==> config.mk <==
export PLATFORM = sky130hd
export DESIGN_NAME = lsu_wb
export DESIGN_NICKNAME = d
export VERILOG_FILES = /design/src/rtl/lsu_wb_pkg.sv /design/src/rtl/lsu_wb_load_align.sv /design/src/rtl/lsu_wb.sv
export SDC_FILE = /design/constraint.sdc
export NUM_CORES = 1
export LEC_CHECK = 0
export ABC_CLOCK_PERIOD_IN_PS = 6000
export CAP_MARGIN = 25
export CORE_UTILIZATION = 45
export DETAILED_ROUTE_END_ITERATION = 10
export PLACE_DENSITY = 0.83
export SETUP_SLACK_MARGIN = 0.05
export SYNTH_ARGS = -nofsm -noshare
export SYNTH_HDL_FRONTEND = slang
export SYNTH_SLANG_ARGS = --single-unit
==> constraint.sdc <==
create_clock -name clk -period 6 [get_ports clk]
set_clock_uncertainty 0.05 [all_clocks]
set_input_delay 0.9 -clock clk [delete_from_list [all_inputs] [get_ports clk]]
set_output_delay 0.9 -clock clk [all_outputs]
set_load 0.005 [all_outputs]
==> src/rtl/lsu_wb_pkg.sv <==
// Shared types and constants for the lsu_wb writeback stage.
package lsu_wb_pkg;

    localparam int unsigned LSU_ADDR_WIDTH = 5;
    localparam int unsigned LSU_DATA_WIDTH = 32;

    typedef enum logic [1:0] {
        ST_IDLE = 2'd0,
        ST_REQ  = 2'd1,
        ST_WAIT = 2'd2,
        ST_WB   = 2'd3
    } state_t;

    localparam logic [2:0] F3_LB  = 3'b000;
    localparam logic [2:0] F3_LH  = 3'b001;
    localparam logic [2:0] F3_LW  = 3'b010;
    localparam logic [2:0] F3_LBU = 3'b100;
    localparam logic [2:0] F3_LHU = 3'b101;

    // Misaligned halfword/word or reserved funct3 encoding.
    function automatic logic load_illegal(input logic [2:0] f3, input logic [1:0] lo);
        logic bad;
        case (f3)
            F3_LB, F3_LBU: bad = 1'b0;
            F3_LH, F3_LHU: bad = lo[0];
            F3_LW:         bad = (lo != 2'b00);
            default:       bad = 1'b1;
        endcase
        return bad;
    endfunction

endpackage

==> src/rtl/lsu_wb_load_align.sv <==
// Lane select and sign/zero extension of a loaded memory word.
module load_align
    import lsu_wb_pkg::*;
#(
    parameter int unsigned DATA_WIDTH = LSU_DATA_WIDTH
) (
    input  logic [2:0]            funct3,
    input  logic [1:0]            addr_lo,
    input  logic [DATA_WIDTH-1:0] word,
    output logic [DATA_WIDTH-1:0] data
);

    logic [4:0]  w_byte_sel;
    logic [4:0]  w_half_sel;
    logic [7:0]  w_byte;
    logic [15:0] w_half;

    assign w_byte_sel = {addr_lo, 3'b000};
    assign w_half_sel = {addr_lo[1], 4'b0000};
    assign w_byte     = word[w_byte_sel +: 8];
    assign w_half     = word[w_half_sel +: 16];

    always_comb begin
        data = word;
        case (funct3)
            F3_LB:   data = {{(DATA_WIDTH-8){w_byte[7]}}, w_byte};
            F3_LBU:  data = {{(DATA_WIDTH-8){1'b0}}, w_byte};
            F3_LH:   data = {{(DATA_WIDTH-16){w_half[15]}}, w_half};
            F3_LHU:  data = {{(DATA_WIDTH-16){1'b0}}, w_half};
            default: data = word;
        endcase
    end

endmodule

==> src/rtl/lsu_wb.sv <==
// Writeback stage: registers ALU results, performs single-outstanding loads,
// and is the sole driver of the register-file write port.
module lsu_wb
    import lsu_wb_pkg::*;
#(
    parameter int unsigned ADDR_WIDTH = LSU_ADDR_WIDTH,
    parameter int unsigned DATA_WIDTH = LSU_DATA_WIDTH
) (
    input  logic                  clk,
    input  logic                  rst_n,
    input  logic                  in_valid,
    output logic                  in_ready,
    input  logic [ADDR_WIDTH-1:0] in_rd,
    input  logic [DATA_WIDTH-1:0] in_result,
    input  logic                  in_is_load,
    input  logic [2:0]            in_funct3,
    input  logic [DATA_WIDTH-1:0] in_addr,
    output logic                  mem_req_valid,
    input  logic                  mem_req_ready,
    output logic [DATA_WIDTH-1:0] mem_req_addr,
    input  logic                  mem_resp_valid,
    input  logic [DATA_WIDTH-1:0] mem_resp_data,
    output logic                  rf_wen,
    output logic [ADDR_WIDTH-1:0] rf_waddr,
    output logic [DATA_WIDTH-1:0] rf_wdata,
    output logic                  ld_err,
    output logic                  busy
);

    state_t                r_state;
    state_t                w_state_next;

    logic [ADDR_WIDTH-1:0] r_rd;
    logic [2:0]            r_funct3;
    logic [1:0]            r_addr_lo;
    logic [DATA_WIDTH-1:0] r_req_addr;
    logic                  r_rf_wen;
    logic [ADDR_WIDTH-1:0] r_rf_waddr;
    logic [DATA_WIDTH-1:0] r_rf_wdata;
    logic                  r_ld_err;

    logic                  w_accept;
    logic                  w_lat_load;
    logic                  w_rf_wen_next;
    logic [ADDR_WIDTH-1:0] w_rf_waddr_next;
    logic [DATA_WIDTH-1:0] w_rf_wdata_next;
    logic                  w_ld_err_next;
    logic [DATA_WIDTH-1:0] w_load_data;

    assign in_ready      = (r_state == ST_IDLE) || (r_state == ST_WB);
    assign busy          = (r_state != ST_IDLE);
    assign mem_req_valid = (r_state == ST_REQ);
    assign mem_req_addr  = r_req_addr;
    assign rf_wen        = r_rf_wen;
    assign rf_waddr      = r_rf_waddr;
    assign rf_wdata      = r_rf_wdata;
    assign ld_err        = r_ld_err;
    assign w_accept      = in_valid && in_ready;

    load_align #(.DATA_WIDTH(DATA_WIDTH)) u_align (
        .funct3  (r_funct3),
        .addr_lo (r_addr_lo),
        .word    (mem_resp_data),
        .data    (w_load_data)
    );

    // State register.
    always_ff @(posedge clk or negedge rst_n) begin
        if (!rst_n) begin
            r_state <= ST_IDLE;
        end else begin
            r_state <= w_state_next;
        end
    end

    // Next state and next values of the write port / error pulse.
    always_comb begin
        w_state_next    = r_state;
        w_lat_load      = 1'b0;
        w_rf_wen_next   = 1'b0;
        w_rf_waddr_next = r_rf_waddr;
        w_rf_wdata_next = r_rf_wdata;
        w_ld_err_next   = 1'b0;
        case (r_state)
            ST_IDLE, ST_WB: begin
                w_state_next = ST_IDLE;
                if (w_accept) begin
                    if (in_is_load) begin
                        if (load_illegal(in_funct3, in_addr[1:0])) begin
                            w_ld_err_next = 1'b1;
                        end else begin
                            w_lat_load   = 1'b1;
                            w_state_next = ST_REQ;
                        end
                    end else begin
                        w_state_next = ST_WB;
                        // x0 is never written; the op still flows through WB.
                        if (in_rd != '0) begin
                            w_rf_wen_next   = 1'b1;
                            w_rf_waddr_next = in_rd;
                            w_rf_wdata_next = in_result;
                        end
                    end
                end
            end
            ST_REQ: begin
                if (mem_req_ready) begin
                    w_state_next = ST_WAIT;
                end
            end
            ST_WAIT: begin
                if (mem_resp_valid) begin
                    w_state_next = ST_WB;
                    if (r_rd != '0) begin
                        w_rf_wen_next   = 1'b1;
                        w_rf_waddr_next = r_rd;
                        w_rf_wdata_next = w_load_data;
                    end
                end
            end
            default: w_state_next = ST_IDLE;
        endcase
    end

    // Load context and registered outputs.
    always_ff @(posedge clk or negedge rst_n) begin
        if (!rst_n) begin
            r_rd       <= '0;
            r_funct3   <= '0;
            r_addr_lo  <= '0;
            r_req_addr <= '0;
            r_rf_wen   <= 1'b0;
            r_rf_waddr <= '0;
            r_rf_wdata <= '0;
            r_ld_err   <= 1'b0;
        end else begin
            if (w_lat_load) begin
                r_rd       <= in_rd;
                r_funct3   <= in_funct3;
                r_addr_lo  <= in_addr[1:0];
                r_req_addr <= {in_addr[DATA_WIDTH-1:2], 2'b00};
            end
            r_rf_wen   <= w_rf_wen_next;
            r_rf_waddr <= w_rf_waddr_next;
            r_rf_wdata <= w_rf_wdata_next;
            r_ld_err   <= w_ld_err_next;
        end
    end

endmodule

==> results.sh <==
export IMPL_ys_ff_latch=81
export IMPL_fillers=687
export IMPL_drt_iter0_drc=93
export IMPL_cts_setup_buffers=0
export IMPL_vias=3759
export IMPL_grt_pass1_vias=3787
export IMPL_tightest_slew_ns=1.048
export IMPL_antenna_left=0
export IMPL_clock_sinks=81
export IMPL_p_per_area_nw_per_um2=493.5
export IMPL_track_usage_pct=24.93
export IMPL_ioPinCount=184
export IMPL_place_gp_congestion=0.7944
export IMPL_dp_hpwl_um=8479
export IMPL_multi_input_area_um2=1839
export IMPL_dieHeight_um=97.19
export IMPL_synth_edff_count=0
export IMPL_clock_path_buffers=2
export IMPL_post_place_cells=659
export IMPL_initial_utilization_pct=46.53
export IMPL_ys_warn_count=0
export IMPL_chipWidth_um=97.19
export IMPL_synth_area_leaders="dfrtp_1 (50%), mux2_1 (9.9%), a21oi_1 (4.9%)"
export IMPL_ctsResizeCount=0
export IMPL_postPlaceCellArea_um2=5859
export IMPL_cts_root_buf="clkbuf_8"
export IMPL_clk_latency_ns=0.35
export IMPL_diodes=0
export IMPL_antenna_found_initial=0
export IMPL_synthFlopType="dfrtp_1"
export IMPL_wirelength_um=11790
export IMPL_period_share_pct=49.18
export IMPL_synthDistinctLibCells=51
export IMPL_cts_clk_slew_worst_paths_ns=0.09
export IMPL_drc=0
export IMPL_dr_pass1_iters=5
export IMPL_cap_violations=0
export IMPL_clock_fmax_mhz=338.9
export IMPL_setup_violations=0
export IMPL_rsz0062_at_grt="false"
export IMPL_synth_top_cell_by_area="dfrtp_1"
export IMPL_slew_headroom_pct=30.11
export IMPL_critPathArrivalTime_ns=3.14
export IMPL_status="completed"
export IMPL_core_area_um2=8763
export IMPL_synth_seq_area_share_pct=49.71
export IMPL_grt_max_degree=82
export IMPL_hold_slack_ns=0.4036
export IMPL_synth_area_um2=4078
export IMPL_rows=34
export IMPL_instances_no_fill=678
export IMPL_layout_drive_gt1_share_pct=5.439
export IMPL_peakVddDrop_mv=0.2636
export IMPL_worstSetupPathType="in -> reg"
export IMPL_final_area_um2=6178
export IMPL_grt_pass1_wl_um=18640
export IMPL_p_leak_nw=2.535
export IMPL_cp_end_kind="flop"
export IMPL_hold_viol=0
export IMPL_cts_tree="yes"
export IMPL_finalNetCount=679
export IMPL_ys_async_sr_fraction_pct=100.0
export IMPL_synth_top_area_share_pct=49.71
export IMPL_slew_violations=0
export IMPL_area_growth_pct=51.52
export IMPL_regArea_um2=2027
export IMPL_cts_made_buffers=9
export IMPL_setup_tns_ns=0
export IMPL_via_per_inst=5.544
export IMPL_hold_buffers=0
export IMPL_wl_per_cell_um=17.40
export IMPL_fin_crit_ns=2.951
export IMPL_die_area_um2=9446
export IMPL_finalPower_w=0.003049
export IMPL_hold_class="in -> async"
export IMPL_cp_max_fo=24
export IMPL_io_buffers=181
export IMPL_synthesis_instances=400
export IMPL_synth_avg_cell_area_um2=10.19
export IMPL_overflow=0
export IMPL_required_ns=6.19
export IMPL_crit_path_start_kind="primary input"
export IMPL_htreeDepth=3
==> sequential cells by signal, indices dropped and copies added (netlist names) <==
signal / count
rf_wdata: 32
mem_req_addr: 30
r_rd: 5
rf_waddr: 5
r_funct3: 3
r_addr_lo: 2
r_state: 2
ld_err: 1
rf_wen: 1
==> cell families (layout without fill, tap and decap cells) <==
group,count (synthesis),after routing,share of synthesized area (%)
AO/OA/AOI/OAI,131,131,19.61
adder cells (fa/ha/maj),3,3,0.9206
buffers and inverters,43,212,5.462
flip-flops,81,81,49.71
multiplexers,51,51,14.02
other,1,2,0.09196
AND/OR/NAND/NOR,90,90,10.19
==> cells in the mapped netlist (all sizes together) (3+ instances only) <==
cell and count:
a21oi 41, a31oi 3, buf 19, clkbuf 13, dfrtp 81, ha 3, inv 11, mux2 39
mux2i 11, nand2 37, nand2b 4, nand3 4, nor2 29, nor3 3, nor3b 4, o2111ai 8
o21ai 49, o22a 3, o22ai 9
==> cell usage in the layout, fill, tap and decap left out, types with 2 or more instances in the layout <==
cell and instances:
conb_1 2, mux2_2 3, buf_16 3, clkbuf_8 9
dfrtp_1 81, o21ai_0 30, clkinvlp_4 2, nand2_1 37
o22ai_1 8, a31oi_1 3, o2111ai_1 8, ha_1 3
clkdlybuf4s50_1 180, nand2b_1 4, buf_4 2, nand3_1 4
o211ai_1 2, o22a_1 3, nor3b_1 4, a21oi_1 40
bufinv_16 2, nor2_1 29, mux2_1 36, a2bb2oi_1 2
mux2i_1 11, o21ai_1 18, inv_1 11, a211oi_1 2
o221ai_1 2, a22o_1 2, nor3_1 3
==> routing by layer <==
layer  GRT usage, %  share of wire, %
met1          30.73                41
met2          41.12                48
met3          7.266               8.9
met4          9.874               2.0
met5              0                 0
==> per-stage QoR <==
stage	setup WS (ns)	utilization, %
after floorplan	3.580	-
after global placement	2.532	66.86
after global routing	2.967	70.50
after CTS	2.862	69.33
final	3.049	70.50
after detailed placement	2.472	66.86
==> worst max-delay path, stage by stage <==
cell and delay (ns):
clkdlybuf4s50_1 0.44, o31a_1 0.29, o22a_1 0.23, and4bb_2 0.69, buf_16 0.24, mux2_1 0.35
==> final cells by class <==
cell class / count / area share, %
sequential: 81 / 32.81
timing repair buffer: 186 / 31.07
multi-input combinational: 277 / 29.77
tap: 108 / 2.187
clock buffer: 9 / 2.005
clock inverter: 6 / 1.499
inverter: 11 / 0.6683
==> worst paths after layout <==
path,start,endpoint,slack (ns),cells after the start
setup reg to reg,r_addr_lo[1],rf_wdata[15],3.45,5
hold reg to reg,mem_req_addr[7],mem_req_addr[7],0.44,1
min in group clk,mem_req_addr[7],mem_req_addr[7],0.44,1
hold / removal,rst_n,rf_wdata[28],0.40,1
max in group asynchronous,rst_n,mem_req_addr[11],4.91,2
setup / recovery,in_funct3[0],mem_req_addr[22],3.05,6
==> report_power, final <==
part           switching (W)  internal [W]  total (W)
clock network       0.000206      0.000234   0.000441
logic               0.000710      0.000863    0.00157
registers           0.000220      0.000816    0.00104
total                0.00114       0.00191    0.00305
(Power assumes the default switching activity.)
==> edit (config.mk and constraints unchanged) <==
Set the package constant `LSU_DATA_WIDTH` to 64 (it was 32).
--- a/src/rtl/lsu_wb_pkg.sv
+++ b/src/rtl/lsu_wb_pkg.sv
@@ -2,7 +2,7 @@
 package lsu_wb_pkg;
 
     localparam int unsigned LSU_ADDR_WIDTH = 5;
-    localparam int unsigned LSU_DATA_WIDTH = 32;
+    localparam int unsigned LSU_DATA_WIDTH = 64;
 
     typedef enum logic [1:0] {
         ST_IDLE = 2'd0,
Ports: changed (5 resized); port bits go from 184 to 344. The function was not compared with the original's and may differ.
==> edit against the unedited design <==
  * Setup slack got worse by 0.40 ns
  * Non-clock buffer count rose by 167
  * Cell area rose by 86%
  * Critical path depth rose by 2
  * Count of clock-buffer cells in the layout rose by 11
  * Sequential cell count rose by 64
  * Via count rose by 86%
  * Total power rose by 110%
  * Sequential power rose by 76%
  * Wire length rose by 120%
  * Synthesized area rose by 81%
  * First-iteration DRC count rose to 6.6 times the old value
  * Critical path type is now flop to flop
  * Largest cell class unchanged
  * Highest routed layer unchanged
==> edit: results (changes against the unedited design) <==
set qor(status) {finished, final reports clean} ;# unchanged
set qor(clock_area_frac) 0.0535 ;# was 0.0350
set qor(nonClkBufAreaFrac) 0.311 ;# about the same
set qor(grt_first_pass_wirelength_mm) 38.9 ;# was 18.6 mm
set qor(reg2reg_from) {r_state[0]} ;# was r_addr_lo[1]
set qor(number_of_ordinary_and_repair_buffers_in_the_finished_layout) 353 ;# was 186
set qor(syn-mean-instance-area_sq_um) 12.3 ;# was 10.2 sq um
set qor(cts_made_buffers) 17 ;# was 9
set qor(met2_usage) 0.526 ;# was 0.411
set qor(met1_length_mm) 9.38 ;# was 4.85 mm
set qor(synth_seq_area_share) 0.493 ;# was 0.497
set qor(synthMuxAreaShare) 0.151 ;# was 0.140
set qor(critical_path.reg2reg.endpoint) {rf_waddr[2]} ;# was rf_wdata[15]
set qor(layout.comb_gates.multi_input) 360 ;# was 277
set qor(first_iter_violations) 615 ;# was 93
set qor(critical_path.top_delay_family) {buffers and inverters} ;# was simple AND/OR/NAND/NOR gates
set qor(gr-usage-all-layers) 0.307 ;# was 0.249
set qor(clk_pin_slew_worst_paths_ns) 0.06 ;# was 0.09 ns
set qor(synthAdderAreaFrac) 0.00510 ;# was 0.00921
set qor(crit_type) {flop to flop} ;# was input port to flop
set qor(via_count_of_the_first_global_routing_pass) 7092 ;# was 3,787
set qor(grt_start_max_net_pins) 88 ;# was 82
set qor(hold_slack_ns) 0.443 ;# was 0.404 ns
set qor(buffer_cell_driving_the_clock_tree_root) {clkbuf_16} ;# was clkbuf_8
set qor(n_clock_buffer) 20 ;# was 9
set qor(register_area_sq_um) 3630 ;# was 2030 sq um
set qor(largest_reg_flops) 64 ;# was 32
[edit: changes by cell type in the layout (fill, tap and decap cells not counted), sizes merged, moves of 10 or more]
cell | before | now
a221oi | 2 | 62
o221ai | 2 | 55
nor2 | 29 | 9
mux2 | 39 | 86
o2bb2ai | 0 | 52
a21oi | 41 | 4
o21ai | 49 | 5
clkdlybuf4s50 | 180 | 340
nand2 | 37 | 5
inv | 12 | 22
dfrtp | 81 | 145
clkbuf | 9 | 20
[edit: logic make-up after synthesis]
kind of cell,Yosys count
AND/OR/NAND/NOR,35
AO/OA/AOI/OAI,221
multiplexers,99
buffers and inverters,97
adder cells (fa/ha/maj),3
flip-flops,145
other,1
[edit: power by group through the flow]
stage	logic [uW]	registers [uW]	clock network, uW
detailed placement	3220	1850	0
global placement	3080	1830	0
CTS	3240	1850	1110
finish	3330	1830	1100
floorplan	1780	1760	0
global route	3550	1890	1150
